--- src/rtl/dms_cfg_sequencer.sv ---
// dms_cfg_sequencer
// Loads a parallel configuration (key width exponent n, key d, caps mask
// capsN) into the serial decryption receiver. The bits go out on str while
// mode is high, in the receiver's load order: n[3:0], then d, then capsN,
// each MSB-first. Mode is held high with str=0 for a settle window and then
// dropped so the receiver enters data mode.
//
// Ports:
//   clk        system clock, posedge
//   reset      asynchronous, active-low
//   start      load request, sampled only in IDLE
//   abort      cancels a load in progress
//   n_in       key width exponent; key/caps length is 2**n_in bits
//   key_in     key d, bits [2**n_in-1:0] used
//   caps_in    caps mask, bits [2**n_in-1:0] used
//   str        serial configuration bit
//   mode       1 = receiver configuration mode, 0 = data mode
//   busy       load in progress
//   done       one-cycle pulse on successful completion
//   err        one-cycle pulse when start is rejected (n_in > MAX_N)
//   aborted    one-cycle pulse when abort cancels a load
//   cfg_valid  a complete configuration is loaded in the receiver
module dms_cfg_sequencer #(
  parameter int MAX_N         = 5,
  parameter int SETTLE_CYCLES = 2
) (
  input  logic        clk,
  input  logic        reset,
  input  logic        start,
  input  logic        abort,
  input  logic [3:0]  n_in,
  input  logic [31:0] key_in,
  input  logic [31:0] caps_in,
  output logic        str,
  output logic        mode,
  output logic        busy,
  output logic        done,
  output logic        err,
  output logic        aborted,
  output logic        cfg_valid
);

  typedef enum logic [2:0] {
    IDLE,
    SEND_N,
    SEND_KEY,
    SEND_CAPS,
    SETTLE
  } state_t;

  localparam logic [3:0] MAX_N_L   = 4'(MAX_N);
  localparam logic [5:0] SETTLE_LD = 6'(SETTLE_CYCLES - 1);

  state_t      state;
  logic [3:0]  n_sh;
  logic [31:0] key_sh;
  logic [31:0] caps_sh;
  logic [5:0]  cnt;      // index of the bit currently on str (or settle cycles left)
  logic [5:0]  cnt_dec;
  logic [5:0]  top;      // 2**n - 1: MSB index of key/caps

  assign cnt_dec = cnt - 6'd1;
  // n_sh never exceeds MAX_N (<= 5), so the shift cannot overflow 6 bits.
  assign top     = (6'd1 << n_sh) - 6'd1;

  always_ff @(posedge clk or negedge reset) begin
    if (!reset) begin
      state     <= IDLE;
      n_sh      <= '0;
      key_sh    <= '0;
      caps_sh   <= '0;
      cnt       <= '0;
      str       <= 1'b0;
      mode      <= 1'b0;
      busy      <= 1'b0;
      done      <= 1'b0;
      err       <= 1'b0;
      aborted   <= 1'b0;
      cfg_valid <= 1'b0;
    end else begin
      done    <= 1'b0;
      err     <= 1'b0;
      aborted <= 1'b0;

      // Abort outranks everything outside IDLE, including the final settle
      // cycle, so a cancelled load never reports done.
      if (state != IDLE && abort) begin
        state     <= IDLE;
        cnt       <= '0;
        str       <= 1'b0;
        mode      <= 1'b0;
        busy      <= 1'b0;
        aborted   <= 1'b1;
        cfg_valid <= 1'b0;
      end else begin
        case (state)
          IDLE: begin
            if (start) begin
              if (n_in > MAX_N_L) begin
                err <= 1'b1;
              end else begin
                n_sh      <= n_in;
                key_sh    <= key_in;
                caps_sh   <= caps_in;
                cnt       <= 6'd3;
                str       <= n_in[3];
                mode      <= 1'b1;
                busy      <= 1'b1;
                cfg_valid <= 1'b0;
                state     <= SEND_N;
              end
            end
          end

          SEND_N: begin
            if (cnt == 6'd0) begin
              str   <= key_sh[top[4:0]];
              cnt   <= top;
              state <= SEND_KEY;
            end else begin
              str <= n_sh[cnt_dec[1:0]];
              cnt <= cnt_dec;
            end
          end

          SEND_KEY: begin
            if (cnt == 6'd0) begin
              str   <= caps_sh[top[4:0]];
              cnt   <= top;
              state <= SEND_CAPS;
            end else begin
              str <= key_sh[cnt_dec[4:0]];
              cnt <= cnt_dec;
            end
          end

          SEND_CAPS: begin
            if (cnt == 6'd0) begin
              str   <= 1'b0;
              cnt   <= SETTLE_LD;
              state <= SETTLE;
            end else begin
              str <= caps_sh[cnt_dec[4:0]];
              cnt <= cnt_dec;
            end
          end

          SETTLE: begin
            if (cnt == 6'd0) begin
              mode      <= 1'b0;
              busy      <= 1'b0;
              done      <= 1'b1;
              cfg_valid <= 1'b1;
              state     <= IDLE;
            end else begin
              cnt <= cnt_dec;
            end
          end

          default: state <= IDLE;
        endcase
      end
    end
  end

endmodule

--- config.mk ---
export PLATFORM = sky130hd
export DESIGN_NAME = dms_cfg_sequencer
export DESIGN_NICKNAME = d
export VERILOG_FILES = /design/src/rtl/dms_cfg_sequencer.sv
export SDC_FILE = /design/constraint.sdc
export NUM_CORES = 1
export LEC_CHECK = 0
export CAP_MARGIN = 5
export CORE_UTILIZATION = 47
export DETAILED_ROUTE_END_ITERATION = 7
export HOLD_SLACK_MARGIN = 0.02
export PLACE_DENSITY = 0.72
export SYNTH_ARGS = -nofsm -noshare
export SYNTH_HDL_FRONTEND = slang
export SYNTH_SLANG_ARGS = --single-unit
--- constraint.sdc ---
create_clock -name clk -period 8 [get_ports clk]
set_input_delay 1.6 -clock clk [delete_from_list [all_inputs] [get_ports clk]]
set_output_delay 1.6 -clock clk [all_outputs]
set_load 0.05 [all_outputs]
* Yosys cells after proc, flatten, opt, wreduce, memory -nomap -nowiden
Index checks and enable logic that the tools add are counted.
Word-level totals: register bits after elaboration 83, word-level logic and storage cells 94, output and inout bits 7
Cells by class: bitwise logic cells 2, eq/ne operators 11, magnitude comparators 4, reductions and logical operators 13, $add $sub $neg 2, shift operators 1, muxes and demuxes 50
Operator list (count):
- 6-bit two-way mux | 6
- 1-bit two-way mux | 27
- 6-bit one-hot mux with 4 select lines | 1
- 3-bit two-way mux | 7
- 3-bit inequality test (second input constant) | 7
- 1-bit binary-select mux with 5-bit select | 4
- 3-bit one-hot mux with 5 select lines | 1
- 5-bit by 6-bit < comparator with 1-bit output (second input constant) | 2
- 4-bit AND reduction | 3
- 6-bit by 1-bit subtractor with 6-bit output (second input constant) | 2
- 5-bit nonzero test | 2
- 3-bit by 2-bit == test with 1-bit output (second input constant) | 2
- 6-bit logical NOT | 1
- 6-bit AND reduction | 1
- 3-bit nonzero test | 2
- 1-bit by 4-bit << shifter with 6-bit output (first input constant) | 1
- 4-bit by 3-bit > comparator with 1-bit output (second input constant) | 1
- 1-bit one-hot mux with 2 select lines | 2
- 1-bit one-hot mux with 4 select lines | 1
- 3-bit by 1-bit == test with 1-bit output (second input constant) | 1
- 3-bit == test (second input constant) | 1
- 3-bit logical NOT | 1
- 2-bit by 3-bit < comparator with 1-bit output (second input constant) | 1
- 3-bit AND reduction | 1
- 4 further kinds | 5

* Longest topological paths before layout
Gate-level depths: netlist of the first run.
depth after elaboration 7, depth in mapped cells 13

* Least setup slack after synthesis of the first run
OpenSTA, ideal clock, no wires.
path kind input to register, start point input port abort, end point register cnt[2], path slack 5134 ps, arrival 2732 ps, cell stages on the path 7, library setup time 134 ps, path buffers 2, data required time 7866 ps, path through clkbuf_1 > nand2b_1 > o21bai_1 > or2_1 > buf_4 > a22oi_1 > o31ai_1
On the way: longest elaborated chain between the ends 3
RTL lines:
- start: declaration | RTL line 30 | input logic abort,
- 1-bit logical AND (*) | RTL line 87 | if (state != IDLE && abort) begin
- 3-bit inequality test (no line) / 5-bit nonzero test (equally long branches)
- 4-bit AND reduction (no line)
- end signal: assignment | RTL line 118 | cnt <= top;
- end signal: assignment | RTL line 122 | cnt <= cnt_dec;
- end signal: assignment | RTL line 129 | cnt <= top;
- end: declaration | RTL line 58 | logic [5:0] cnt;
Mark *: on every way between the ends. The rest lies on a longest branch, timed or not. A chain may end at the register's enable or synchronous reset.

* Worst setup path after layout of the first run
start point register n_sh[2], end point register str
On the way: longest elaborated chain between the ends 7
RTL lines:
- start: declaration | RTL line 55 | logic [3:0] n_sh;
- start signal: assignment | RTL line 102 | n_sh <= n_in;
- 1-bit by 4-bit << shifter with 6-bit output | RTL line 64 | assign top = (6'd1 << n_sh) - 6'd1;
- 6-bit by 1-bit subtractor with 6-bit output | RTL line 64
- 1-bit binary-select mux with 5-bit select (on tied branches) | RTL line 128, 117
- 1-bit two-way mux (on tied branches) | RTL line 128, 117
- 1-bit two-way mux (on tied branches) | RTL line 127, 116
- 1-bit one-hot mux with 4 select lines (*) | RTL line 96 | case (state)
- 1-bit two-way mux (*) | RTL line 87
- end signal: assignment | RTL line 106 | str <= n_in[3];
- end signal: assignment | RTL line 128 | str <= caps_sh[top[4:0]];
- end signal: assignment | RTL line 132 | str <= key_sh[cnt_dec[4:0]];
- end: declaration | RTL line 34 | output logic str,
Mark *: on every way between the ends. The rest lies on a longest branch, timed or not. The select of a mux whose other input is x is not followed.

==> results.py, run 1 <==
metrics = {
    "timing": {
        "rsz0062_at_grt": "false",
        "hold_slack_ps": 502,
        "drv_slew": 0,
        "slew_headroom": 0.310,
        "worst_pin_slew_ps": 1030,
        "setup_tns_ps": 0,
        "fin_skew_ps": 8.01,
        "post-route-period-util": 0.444,
        "fmax_mhz": 282,
        "hold_viol": 0,
        "setup_viol": 0,
        "period_needed_ps": 3550,
    },
    "cells_and_area": {
        "multi_input_area_um2": 2390,
        "syn2layout_area_growth_pct": 20.7,
        "n_antenna_cell": 0,
        "drive_above_1_share": 0.252,
        "fillers": 791,
        "regArea_um2": 2080,
        "stdcell_area_um2": 5620,
        "final_net_count": 506,
    },
    "pwr": {
        "p_clk_frac": 0.117,
        "ir_drop_uv": 162,
        "p_leak_nw": 2.28,
        "switching_share": 0.395,
        "power_density_nw_per_um2": 399,
        "p_comb_frac": 0.538,
        "p_int_mw": 1.36,
        "p_switching_uw": 886,
        "pwr-share-seq": 0.346,
    },
    "floorplanning": {
        "start_util": 0.494,
        "core_um2": 9420,
        "fp-row-count": 35,
        "die_area_um2": 10300,
        "dieWidth_um": 102,
        "fp.dieH_um": 102,
        "io_pins": 79,
    },
    "grt": {
        "overflow": 0,
        "grt_pass1_vias": 3327,
        "grt_usage": 0.216,
        "grt_max_degree": 84,
        "grt_pass1_wl_mm": 16.7,
        "antenna_found_initial": 0,
    },
    "job": {
        "drv_cap": 0,
    },
    "cts": {
        "clkSinkCount": 83,
        "postCtsHoldBufs": 0,
        "cts_tree": "built",
        "post_cts_buffers": 0,
        "clock_path_buffers": 2,
        "clk_pin_slew_ps": 90,
        "cts_buffers": 9,
        "cts_max_level": 3,
        "clockRootBuffer": "clkbuf_8",
        "insertion_delay_ps": 360,
        "cts_resized": 0,
    },
    "synthesis": {
        "synth_xor_area_frac": 0.0113,
        "synthesis.area_um2": 4650,
        "synth_simple_gate_area_share": 0.116,
        "synth_top_family_by_area": "multiplexers",
        "muxShareOfSynthArea": 0.307,
        "synth_edf_count": 0,
        "synth_warnings": 0,
        "synth.distinct_cells": 59,
        "yosys.area_share.adder": 0.00807,
        "synthArstFlopShare": 1.00,
        "synth-compound-area-share": 0.0699,
        "ys_seq_area_frac": 0.446,
        "yosys.area.top_type": "dfrtp_1",
        "synth_seq_cells": 83,
        "synth_ff_type": "dfrtp_1",
        "yosysTopAreaCellShare": 0.446,
        "synth_fp_nets": 443,
        "syn_area_per_cell_um2": 12.6,
        "netlist_top_cells_area": "dfrtp_1, mux2_2, mux4_1, mux4_2, mux2i_1",
        "synth_cells": 368,
    },
    "detailed_routing": {
        "wire_per_inst_um": 17.8,
        "drt-total-wl_mm": 10.1,
        "post-route-drc-count": 0,
        "vias": 3257,
        "ant_nets": 0,
        "dr.pass1.iters": 5,
        "drt_iter0_drc": 110,
        "routed_via_density": 5.76,
    },
    "worst_setup_path": {
        "path_delay_family": "simple AND/OR/NAND/NOR gates",
        "crit_path_max_fanout": 21,
        "crit_type": "reg -> reg",
        "slowest_delay_ps": 940,
        "slowest_stage": "nor4_4",
        "cp_num_buf_inv": 1,
        "end_kind": "flip-flop",
        "crit_arrival_ps": 3770,
        "worstSetupStartpointType": "flip-flop",
        "crit_chain": "nor4_4 -> inv_6 -> ha_1 -> mux4_2 -> nor3_1 -> a311oi_1 -> nand4_1 -> o2111ai_1",
        "crit_required_ps": 8220,
    },
    "place": {
        "port_buffers": 78,
        "gp_congestion": 0.887,
        "placed_cell_area_um2": 5460,
        "place_hpwl_mm": 6.95,
    },
    "hold_path": {
        "hp-class": "reg -> reg",
    },
    "status": {
        "status": "complete, no violations",
    },
}
==> final timing paths <==
path                                    startpoint                      end  slack (ps)  cells after the start
hold / removal             caps_sh[23]$_DFFE_PN0P_  caps_sh[23]$_DFFE_PN0P_         500                      1
min in group asynchronous                    reset    key_sh[7]$_DFFE_PN0P_        1410                      1
hold reg to reg            caps_sh[23]$_DFFE_PN0P_  caps_sh[23]$_DFFE_PN0P_         500                      1
setup reg to reg               n_sh[2]$_DFFE_PN0P_          str$_DFFE_PN0P_        4450                      8
max in group asynchronous                    reset      n_sh[3]$_DFFE_PN0P_        5920                      1
setup / recovery               n_sh[2]$_DFFE_PN0P_          str$_DFFE_PN0P_        4450                      8
==> state kept, by name, summed over array words and instances, names as in the netlist, 3 cells and up <==
signal / flops
n_sh: 4
state: 3
caps_sh: 32
cnt: 6
key_sh: 32
==> Yosys cell counts, drive strengths merged, types with 6 or more instances <==
cell type / instances
nor3: 8
nand3b: 6
nand3: 10
mux4: 22
nor2: 18
mux2: 68
o21ai: 8
mux2i: 12
nand2: 25
clkbuf: 8
a21oi: 13
buf: 22
dfrtp: 83
==> power by group through the flow <==
stage          combinational, mW  sequential, mW  clock, mW
2_1_floorplan              0.963           0.745          0
6_report                    1.21           0.775      0.261
3_5_place_dp                1.21           0.782          0
3_3_place_gp                1.19           0.773          0
5_1_grt                     1.31           0.802      0.286
4_1_cts                     1.22           0.773      0.267
==> per-stage QoR <==
| step | utilization | instances | setup WS [ps] | power (mW) |
|---|---|---|---|---|
| 4_1_cts | 0.597 | 565 | 4460 | 2.26 |
| 5_1_grt | 0.597 | 565 | 4200 | 2.40 |
| 6_report | 0.597 | 565 | 4450 | 2.24 |
| 3_5_place_dp | 0.579 | 549 | 4330 | 1.99 |
| 3_3_place_gp | 0.579 | 549 | 4380 | 1.96 |
| 2_1_floorplan | - | 368 | 5130 | 1.71 |
==> kinds of logic after synthesis <==
logic type      after synthesis
buf+inv                      33
xor+xnor                      6
simple gates                 94
mux                         102
fa+ha+maj                     3
flops                        83
compound gates               47
==> cells in the final DEF, fill, tap and decap left out, types with 3 or more instances in the layout <==
cell type and n:
dfrtp_1 83, clkdlybuf4s50_1 77, mux2_2 68, nand2_1 25, nor2_1 18, a21oi_1 13, mux4_1 13, mux2i_1 12
mux4_2 9, nand3_1 9, clkbuf_8 9, nor3_1 7, o21ai_0 7, nand3b_1 6, o2111ai_1 5, buf_4 5
nand2b_1 4, xor2_1 3, xnor2_1 3, ha_1 3, clkinv_2 3
==> per-layer routing <==
layer  track usage  part of all wire
met1         0.296              0.44
met2         0.337              0.49
met3        0.0455             0.043
met4        0.0847             0.024
met5             0                 0
==> final cells by class <==
type                       instances  area share
multi-input combinational        252       0.426
clock inverter                     5     0.00535
sequential                        83       0.370
timing repair buffer              82       0.144
clock buffer                      11      0.0234
tap                              129      0.0287
inverter                           3     0.00290
==> worst register-to-register path, cell delays in order (launching register included) <==
cell and delay (ps):
dfrtp_1 500, nor4_4 950, inv_6 90, ha_1 840, mux4_2 620, nor3_1 140, a311oi_1 70, nand4_1 120
o2111ai_1 90
Power figures use the tool's default switching activity.
==> run 2, diff against run 1 <==
Clock period 8 ns to 3.7 ns, I/O delays scaled along.
==> results.py, run 2 (synthesis results as in run 1) <==
metrics = {
    "cells_and_area": {
        "drive_above_1_share": 0.261,
        "layout_common_cells": "dfrtp_1, clkdlybuf4s50_1, mux2_2",
        "syn2layout_area_growth_pct": 22.2,
        "layout_top_registers": "caps_sh x32, key_sh x32, cnt x6",
        "final_net_count": 511,
        "layout_commonest_cell": "dfrtp_1",
        "n_antenna_cell": 0,
        "stdcell_count": 570,
    },
    "cts": {
        "insertion_delay_ps": 350,
        "clockRootBuffer": "clkbuf_8",
        "clkSinkCount": 83,
        "cts_resized": 0,
        "clk_pin_slew_ps": 80,
        "cts_tree": "built",
        "postCtsHoldBufs": 0,
        "post_cts_buffers": 0,
        "clock_path_buffers": 2,
        "cts_buffers": 9,
        "cts_max_level": 3,
    },
    "timing": {
        "hold_slack_ps": 502,
        "setup_tns_ps": 0,
        "post-route-period-util": 0.776,
        "setup_viol": 0,
        "slew_headroom": 0.306,
        "fin_skew_ps": 11.7,
        "worst_pin_slew_ps": 1040,
        "hold_viol": 0,
        "drv_slew": 0,
        "period_needed_ps": 2870,
        "fin_ws_ps": 827,
        "fmax_mhz": 348,
        "rsz0062_at_grt": "false",
    },
    "floorplanning": {
        "fp.dieH_um": 102,
        "fp-row-count": 35,
        "start_util": 0.494,
        "io_pins": 79,
        "die_area_um2": 10300,
        "core_um2": 9420,
        "dieWidth_um": 102,
    },
    "pwr": {
        "p_leak_nw": 2.31,
        "ir_drop_uv": 384,
        "finalPower_mw": 4.96,
        "power_density_nw_per_um2": 872,
    },
    "grt": {
        "grt_pass1_vias": 3248,
        "grt_pass1_wl_mm": 16.7,
        "antenna_found_initial": 0,
        "grt_max_degree": 84,
        "grt_usage": 0.216,
        "overflow": 0,
    },
    "place": {
        "dp_cells": 554,
        "pre_cts_ws_ps": 833,
        "port_buffers": 78,
        "place_hpwl_mm": 7.31,
        "gp_congestion": 0.882,
    },
    "status": {
        "status": "complete, no violations",
    },
    "hold_path": {
        "hp-class": "reg -> reg",
    },
    "detailed_routing": {
        "vias": 3335,
        "drt-total-wl_mm": 10.0,
        "ant_nets": 0,
        "drt_iter0_drc": 186,
        "dr.pass1.iters": 4,
        "post-route-drc-count": 0,
        "wire_per_inst_um": 17.6,
        "routed_via_density": 5.85,
    },
    "worst_setup_path": {
        "crit_type": "reg -> reg",
        "worstSetupStartpointType": "flip-flop",
        "crit_required_ps": 3920,
        "end_kind": "flip-flop",
        "crit_arrival_ps": 3100,
        "crit_path_max_fanout": 21,
    },
    "job": {
        "drv_cap": 0,
    },
}
==> run 2: cell count changes in the layout (fill, tap and decap cells not counted) <==
| cell | change |
|---|---|
| bufinv_16 | +1 |
| clkbuf_8 | +1 |
| clkinv_2 | -2 |
| buf_4 | +5 |
==> run 2: path summary, 6_finish.rpt <==
kind / slack [ps] / depth (start not counted) / to / from
max: 830 / 9 / str$_DFFE_PN0P_ / n_sh[2]$_DFFE_PN0P_
min: 500 / 1 / caps_sh[23]$_DFFE_PN0P_ / caps_sh[23]$_DFFE_PN0P_
max reg2reg: 830 / 9 / str$_DFFE_PN0P_ / n_sh[2]$_DFFE_PN0P_
min reg2reg: 500 / 1 / caps_sh[23]$_DFFE_PN0P_ / caps_sh[23]$_DFFE_PN0P_
max in group asynchronous: 2450 / 1 / key_sh[24]$_DFFE_PN0P_ / reset
min in group asynchronous: 540 / 1 / key_sh[6]$_DFFE_PN0P_ / reset
==> run 2: area by class of cell <==
cell class	instances	area (um2)
tap	129	161
inverter	3	16.3
multi-input combinational	252	2390
timing repair buffer	87	846
sequential	83	2080
clock inverter	4	50.0
clock buffer	12	145
fill	758	3730
==> run 2: metal layers <==
metal | up-vias | part of all wire | global-route usage
met3 | 14 | 0.050 | 0.0476
met4 | 0 | 0.016 | 0.0725
met5 | - | 0 | 0
li1 | 1522 | - | -
met1 | 1699 | 0.44 | 0.298
met2 | 100 | 0.49 | 0.340
==> run 2: worst max-delay path: stages, from the launching register on <==
cell and delay (ps):
dfrtp_1 500, nor4_4 430, inv_6 80, ha_1 740, mux2_2 410, a21oi_1 140, nand3_1 90, and3_1 190
nand4_1 80, o2111ai_1 90
==> run 2: per-stage QoR <==
step	utilization	area [um2]
final	0.604	5690
after global routing	0.604	5690
after global placement	0.583	5490
after floorplan	-	4650
after CTS	0.604	5690
after detailed placement	0.583	5490
==> run 2: where the power goes <==
group          total [mW]  internal (mW)  switching (mW)
Combinational        2.59           1.38            1.21
Clock               0.646          0.330           0.317
Sequential           1.73           1.33           0.391
